[config.mk]
export PLATFORM = sky130hd
export DESIGN_NAME = dbg_display
export DESIGN_NICKNAME = d
export VERILOG_FILES = /design/src/rtl/dbg_pkg.sv /design/src/rtl/seg7_hex.sv /design/src/rtl/dbg_display.sv
export SDC_FILE = /design/constraint.sdc
export NUM_CORES = 1
export LEC_CHECK = 0
export CORE_MARGIN = 4
export CORE_UTILIZATION = 39
export CTS_BUF_LIST = sky130_fd_sc_hd__clkbuf_2
export DETAILED_ROUTE_END_ITERATION = 10
export PLACE_DENSITY_LB_ADDON = 0.3
export SLEW_MARGIN = 30
export SYNTH_ARGS = -nofsm -noshare
export SYNTH_HDL_FRONTEND = slang
export SYNTH_HIERARCHICAL = 1
export SYNTH_SLANG_ARGS = --single-unit
[constraint.sdc]
create_clock -name clk -period 2.68 [get_ports clk]
set_clock_uncertainty 0.15 [all_clocks]
set_input_delay 0.536 -clock clk [delete_from_list [all_inputs] [get_ports clk]]
set_output_delay 0.536 -clock clk [all_outputs]
set_load 0.005 [all_outputs]
[src/rtl/dbg_pkg.sv]
// Shared definitions for the debug display: active-low 7-segment hex glyphs
// ({dp,g,f,e,d,c,b,a}) and elaboration-time width helpers.
package dbg_pkg;

  localparam logic [7:0] SEG_0     = 8'hC0;
  localparam logic [7:0] SEG_1     = 8'hF9;
  localparam logic [7:0] SEG_2     = 8'hA4;
  localparam logic [7:0] SEG_3     = 8'hB0;
  localparam logic [7:0] SEG_4     = 8'h99;
  localparam logic [7:0] SEG_5     = 8'h92;
  localparam logic [7:0] SEG_6     = 8'h82;
  localparam logic [7:0] SEG_7     = 8'hF8;
  localparam logic [7:0] SEG_8     = 8'h80;
  localparam logic [7:0] SEG_9     = 8'h90;
  localparam logic [7:0] SEG_A     = 8'h88;
  localparam logic [7:0] SEG_B     = 8'h83;
  localparam logic [7:0] SEG_C     = 8'hC6;
  localparam logic [7:0] SEG_D     = 8'hA1;
  localparam logic [7:0] SEG_E     = 8'h86;
  localparam logic [7:0] SEG_F     = 8'h8E;
  localparam logic [7:0] SEG_BLANK = 8'hFF;

  function automatic int clog2(input int n);
    int r;
    r = 0;
    for (int i = 0; i < 31; i++) begin
      if ((1 << i) < n) r = i + 1;
    end
    return r;
  endfunction

  // Index widths must never collapse to zero bits, even for a single entry.
  function automatic int bits_min1(input int n);
    return (clog2(n) < 1) ? 1 : clog2(n);
  endfunction

endpackage

[src/rtl/seg7_hex.sv]
// Combinational hex nibble to active-low 7-segment glyph; dp is always dark
// here and is overlaid by the caller.
module seg7_hex
  import dbg_pkg::*;
(
  input  logic [3:0] nibble,
  output logic [7:0] seg
);

  always_comb begin
    seg = SEG_BLANK;
    unique case (nibble)
      4'h0: seg = SEG_0;
      4'h1: seg = SEG_1;
      4'h2: seg = SEG_2;
      4'h3: seg = SEG_3;
      4'h4: seg = SEG_4;
      4'h5: seg = SEG_5;
      4'h6: seg = SEG_6;
      4'h7: seg = SEG_7;
      4'h8: seg = SEG_8;
      4'h9: seg = SEG_9;
      4'hA: seg = SEG_A;
      4'hB: seg = SEG_B;
      4'hC: seg = SEG_C;
      4'hD: seg = SEG_D;
      4'hE: seg = SEG_E;
      4'hF: seg = SEG_F;
      default: seg = SEG_BLANK;
    endcase
  end

endmodule

[src/rtl/dbg_display.sv]
// Debug display engine: picks a (channel, nibble window) of the debug words,
// snapshots it once per frame and scans it onto a multiplexed 7-seg display.
module dbg_display
  import dbg_pkg::*;
#(
  parameter int DIGITS   = 4,
  parameter int CHANNELS = 8,
  parameter int CH_W     = 32,
  parameter int SCAN_DIV = 16,
  parameter int ROT_DIV  = 26,
  localparam int WINS    = CH_W / (4 * DIGITS),
  localparam int CW      = clog2(CHANNELS),
  localparam int WW      = bits_min1(WINS)
) (
  input  logic                     clk,
  input  logic                     rst,
  input  logic [CHANNELS*CH_W-1:0] ch_data,
  input  logic [CW-1:0]            ch_sel,
  input  logic [WW-1:0]            win_sel,
  input  logic                     auto_mode,
  input  logic                     freeze,
  output logic [7:0]               digit_led,
  output logic [DIGITS-1:0]        digit_sel,
  output logic [CW-1:0]            cur_ch,
  output logic [WW-1:0]            cur_win
);

  localparam int IW = bits_min1(DIGITS);
  localparam int SW = 4 * DIGITS;

  logic [SCAN_DIV-1:0] presc_q, presc_d;
  logic [IW-1:0]       idx_q, idx_d;
  logic [ROT_DIV-1:0]  rot_q, rot_d;
  logic [CW-1:0]       cur_ch_q, cur_ch_d;
  logic [WW-1:0]       cur_win_q, cur_win_d;
  logic [SW-1:0]       snap_q, snap_d;
  logic                auto_q, auto_d;
  logic [7:0]          led_q, led_d;
  logic [DIGITS-1:0]   sel_q, sel_d;

  logic                scan_wrap;
  logic                frame_end;
  logic                last_digit;
  logic                auto_rise;
  logic                rot_wrap;
  logic [CW-1:0]       ch_clamp;
  logic [WW-1:0]       win_clamp;
  logic [SW-1:0]       win_word;
  logic [3:0]          nibble;
  logic [7:0]          seg;
  logic [DIGITS-1:0]   sel_next;
  logic                dp_n;

  seg7_hex u_seg7_hex (
    .nibble (nibble),
    .seg    (seg)
  );

  assign scan_wrap  = &presc_q;
  assign last_digit = (idx_q == IW'(DIGITS - 1));
  assign frame_end  = scan_wrap && last_digit;
  assign auto_rise  = auto_mode && !auto_q;
  assign rot_wrap   = &rot_q;

  always_comb begin
    ch_clamp  = ch_sel;
    win_clamp = win_sel;
    if (int'(ch_sel) > CHANNELS - 1) ch_clamp = CW'(CHANNELS - 1);
    if (int'(win_sel) > WINS - 1) win_clamp = WW'(WINS - 1);
  end

  always_comb begin
    win_word = ch_data[int'(cur_ch_q) * CH_W + int'(cur_win_q) * SW +: SW];
  end

  // The index names the digit lit at the next slot boundary, so the first
  // slot after reset shows digit 0 and the frame ends as digit DIGITS-1 lights.
  always_comb begin
    nibble      = snap_q[int'(idx_q) * 4 +: 4];
    dp_n        = !(auto_mode && last_digit);
    sel_next    = '1;
    sel_next[idx_q] = 1'b0;
  end

  always_comb begin
    presc_d = presc_q + SCAN_DIV'(1);
    idx_d   = idx_q;
    led_d   = led_q;
    sel_d   = sel_q;
    snap_d  = snap_q;
    auto_d  = auto_mode;
    if (scan_wrap) begin
      idx_d = last_digit ? '0 : idx_q + IW'(1);
      led_d = {seg[7] & dp_n, seg[6:0]};
      sel_d = sel_next;
    end
    if (frame_end && !freeze) snap_d = win_word;
  end

  always_comb begin
    cur_ch_d  = cur_ch_q;
    cur_win_d = cur_win_q;
    rot_d     = rot_q;
    if (!freeze) begin
      if (!auto_mode) begin
        cur_ch_d  = ch_clamp;
        cur_win_d = win_clamp;
      end else if (auto_rise) begin
        rot_d = '0;
      end else begin
        rot_d = rot_q + ROT_DIV'(1);
        if (rot_wrap) begin
          if (cur_win_q == WW'(WINS - 1)) begin
            cur_win_d = '0;
            cur_ch_d  = (cur_ch_q == CW'(CHANNELS - 1)) ? '0 : cur_ch_q + CW'(1);
          end else begin
            cur_win_d = cur_win_q + WW'(1);
          end
        end
      end
    end
  end

  always_ff @(posedge clk) begin
    if (rst) begin
      presc_q   <= '0;
      idx_q     <= '0;
      rot_q     <= '0;
      cur_ch_q  <= '0;
      cur_win_q <= '0;
      snap_q    <= '0;
      auto_q    <= 1'b0;
      led_q     <= SEG_BLANK;
      sel_q     <= '1;
    end else begin
      presc_q   <= presc_d;
      idx_q     <= idx_d;
      rot_q     <= rot_d;
      cur_ch_q  <= cur_ch_d;
      cur_win_q <= cur_win_d;
      snap_q    <= snap_d;
      auto_q    <= auto_d;
      led_q     <= led_d;
      sel_q     <= sel_d;
    end
  end

  assign digit_led = led_q;
  assign digit_sel = sel_q;
  assign cur_ch    = cur_ch_q;
  assign cur_win   = cur_win_q;

endmodule

==> impl_metrics.toml <==
[run_status]
status = "complete, no violations"

[global_route]
grt_pass1_vias = 6435
gr-total-overflow = 0
grt_max_degree = 65
grt_antenna_before_repair = 2
grt_pass1_wl_um = 36290
track_usage_pct = 28.43

[routing]
drc = 0
finalWirelength_um = 24490
detailroute.via_count = 6224
avgViaCountPerCell = 5.996
drt_iter0_markers = 535
avgRoutedWirePerCell_um = 23.60
firstDrtPassIters = 7
ant_nets = 0

[synth]
ys_ff_latch = 77
synthMostInstantiatedCell = "dfxtp_1"
synth-async-reset-ratio_pct = 0
synth_commonest_cells = "dfxtp_1, mux4_2, nand3_1, o21ai_0, nor2_1"
synthCells = 583
syn-cell-area_um2 = 5897
avgSynthCellArea_um2 = 10.11
ys_warn_count = 6
synth_edf_count = 0
syn_nets = 862
yosysTopAreaCell = "dfxtp_1"
yosysUniqueCellTypes = 48
netlist.area_leader.share_pct = 26.14
synth_area_leaders = "dfxtp_1, mux4_2, mux2_2"
synth_ff_type = "dfxtp_1"
yosysSeqAreaShare_pct = 26.14

[worst_setup_path]
critPathRequiredTime_ns = 2.95
start_kind = "flop"
r2r_end = "digit_led[3]"
startpoint = "idx_q[0]"
crit_chain = "mux4_2 > inv_1 > ha_1 > inv_1 > mux4_1 > and3_1 > a211o_1"
r2r_cells = 7
r2r_start = "idx_q[0]"
worstSetupEndpointType = "flop"
slowest_stage = "mux4_2"
crit_fanout = 7
r2r_slack_ns = 0.17
path_delay_family = "multiplexers"
worstPathBufferInverterCount = 2
critPathMaxStageDelay_ns = 0.59
path_class = "flop to flop"
arrival_ns = 2.78
cpMostUsedCell = "inv_1"

[timing]
slew_headroom_pct = 58.63
finalCritPeriodShare_pct = 93.84
finalSetupViolations = 0
clock.fmax_mhz = 397.6
worst_pin_slew_ns = 0.6205
fin_crit_ns = 2.515
slew_viol_final = 0
rsz0062_at_grt = "false"
report.final.hold_viol_count = 0

[power_and_ir_drop]
peakVddDrop_mv = 0.1523
power.leakage_nw = 3.007
p_per_area_nw_per_um2 = 290.8

[floorplan]
die_x_um = 131.0
die_area_um2 = 17150
ioPinCount = 280
core_um2 = 14700
initial_core_util_pct = 40.12
num_rows = 44
die-height_um = 131.0

[cts]
path_clk_slew_ns = 0.22
cts_made_buffers = 9
cts_htree_levels = 3
insertion_delay_ns = 0.53
cts_tree = "built"
cts.sinks = 77
cts_buffer_depth = 2
cts_root_buffer = "clkbuf_2"

[run]
cap_violations = 0

[finish]
n_fill_cell = 1193
multi_input_area_um2 = 4088
post-route-util_pct = 61.08
fin_nets = 1126
design_area_um2 = 8979
seq_area_um2 = 1549
area_delta_synth_final_pct = 52.26
finalNonFillerCells = 1038
layout-drive-gt1-share_pct = 16.08

[placement]
dp_cells = 1019
post_dp_cell_area_um2 = 8876
dp_hpwl_um = 20640
io_buffers = 279
place.gp.congestion = 0.9195

[min_path]
min_path_type = "input pin to flop"
hold_depth = 2
worst_hold_path.endpoint = "auto_q"
hold_start = "rst"
==> cell families (layout without fill, tap and decap cells) <==
family | Yosys count | after routing | synth area share [%]
xor+xnor | 16 | 16 | 2.377
simple gates | 196 | 196 | 18.46
buf+inv | 61 | 330 | 4.541
mux | 110 | 110 | 33.80
fa+ha+maj | 15 | 15 | 3.183
other cells | 1 | 3 | 0.06359
compound gates | 107 | 107 | 11.44
flops | 77 | 77 | 26.14
==> sequential cells by signal, summed over array words and instances, names as in the netlist <==
register,flops
rot_q,26
presc_q,16
snap_q,16
digit_led,8
digit_sel,4
cur_ch,3
idx_q,2
auto_q,1
cur_win,1
==> metrics by stage <==
| step | TNS, ns | hold WS (ns) | setup WS (ns) | power [W] |
|---|---|---|---|---|
| floorplan | 0 | 0.2675 | 0.01038 | 0.001552 |
| global placement | -0.1784 | 0.2795 | -0.06568 | 0.002065 |
| detailed placement | -0.5828 | 0.3002 | -0.1553 | 0.002078 |
| CTS | 0 | 0.2167 | 0.1156 | 0.002619 |
| global route | 0 | 0.2399 | 0.04654 | 0.002724 |
| finish | 0 | 0.2677 | 0.1652 | 0.002611 |
==> how the worst max path moves through the flow <==
stage                         to  slack (ns)  cells past startpoint
finish              digit_led[3]        0.17                      7
global route        digit_led[3]        0.05                      7
CTS                 digit_led[3]        0.12                      7
detailed placement     rot_q[13]       -0.16                      6
global placement       rot_q[13]       -0.07                      6
floorplan           digit_led[3]        0.01                      8
==> worst register-to-register path: stages (launching register included) <==
cell	delay, ns
dfxtp_2	0.41
mux4_2	0.59
inv_1	0.17
ha_1	0.15
inv_1	0.05
mux4_1	0.48
and3_1	0.16
a211o_1	0.25
==> layout make-up <==
class / count / share of cell area (%)
Antenna cell: 2 / 0.05574
Clock buffer: 10 / 0.5574
Clock inverter: 6 / 0.4320
Inverter: 12 / 0.5017
Multi-Input combinational cell: 445 / 45.53
Sequential cell: 77 / 17.25
Tap cell: 184 / 2.564
Timing Repair Buffer: 302 / 33.11
==> routing by layer <==
metal  up-vias  share of wire (%)  GRT usage [%]  wire length, um
met5         -                  0              0                0
met4         0                2.5          8.953              606
met3        40                 13          10.57             3151
met2       370                 47          45.07            11420
met1      3012                 38          36.14             9317
li1       2802                  -              -                -
==> cells in the final DEF (no fill, tap or decap), drive strengths merged, types with 9 or more instances in the layout <==
master           n
o21ai           33
and3            15
dfxtp           77
or4             17
a21oi           27
nor3            10
nand2           27
mux2            20
ha              15
mux2i           21
nor2            29
nand3           33
buf             24
o211ai          18
o31ai            9
nand4           13
clkdlybuf4s50  278
clkbuf          10
mux4            69
xnor2            9
nor2b           20
a211o           12
inv             13
or3             12
==> repair_timing <==
action                     in CTS  in global routing
hold buffers                    0                  0
gates cloned                    0                  0
buffers inserted                1                  0
setup endpoints to repair       1                  1
hold endpoints to repair        0                  0
resized for setup               0                  1
==> power by group <==
| part | switching, W | internal [W] | leakage (nW) | total (W) |
|---|---|---|---|---|
| Clock | 0.000427 | 0.000122 | 0.0543 | 0.000549 |
| Sequential | 0.0000123 | 0.00116 | 0.624 | 0.00117 |
| Combinational | 0.000301 | 0.000590 | 2.33 | 0.000891 |
No activity file was read; power rests on OpenSTA's default activity.
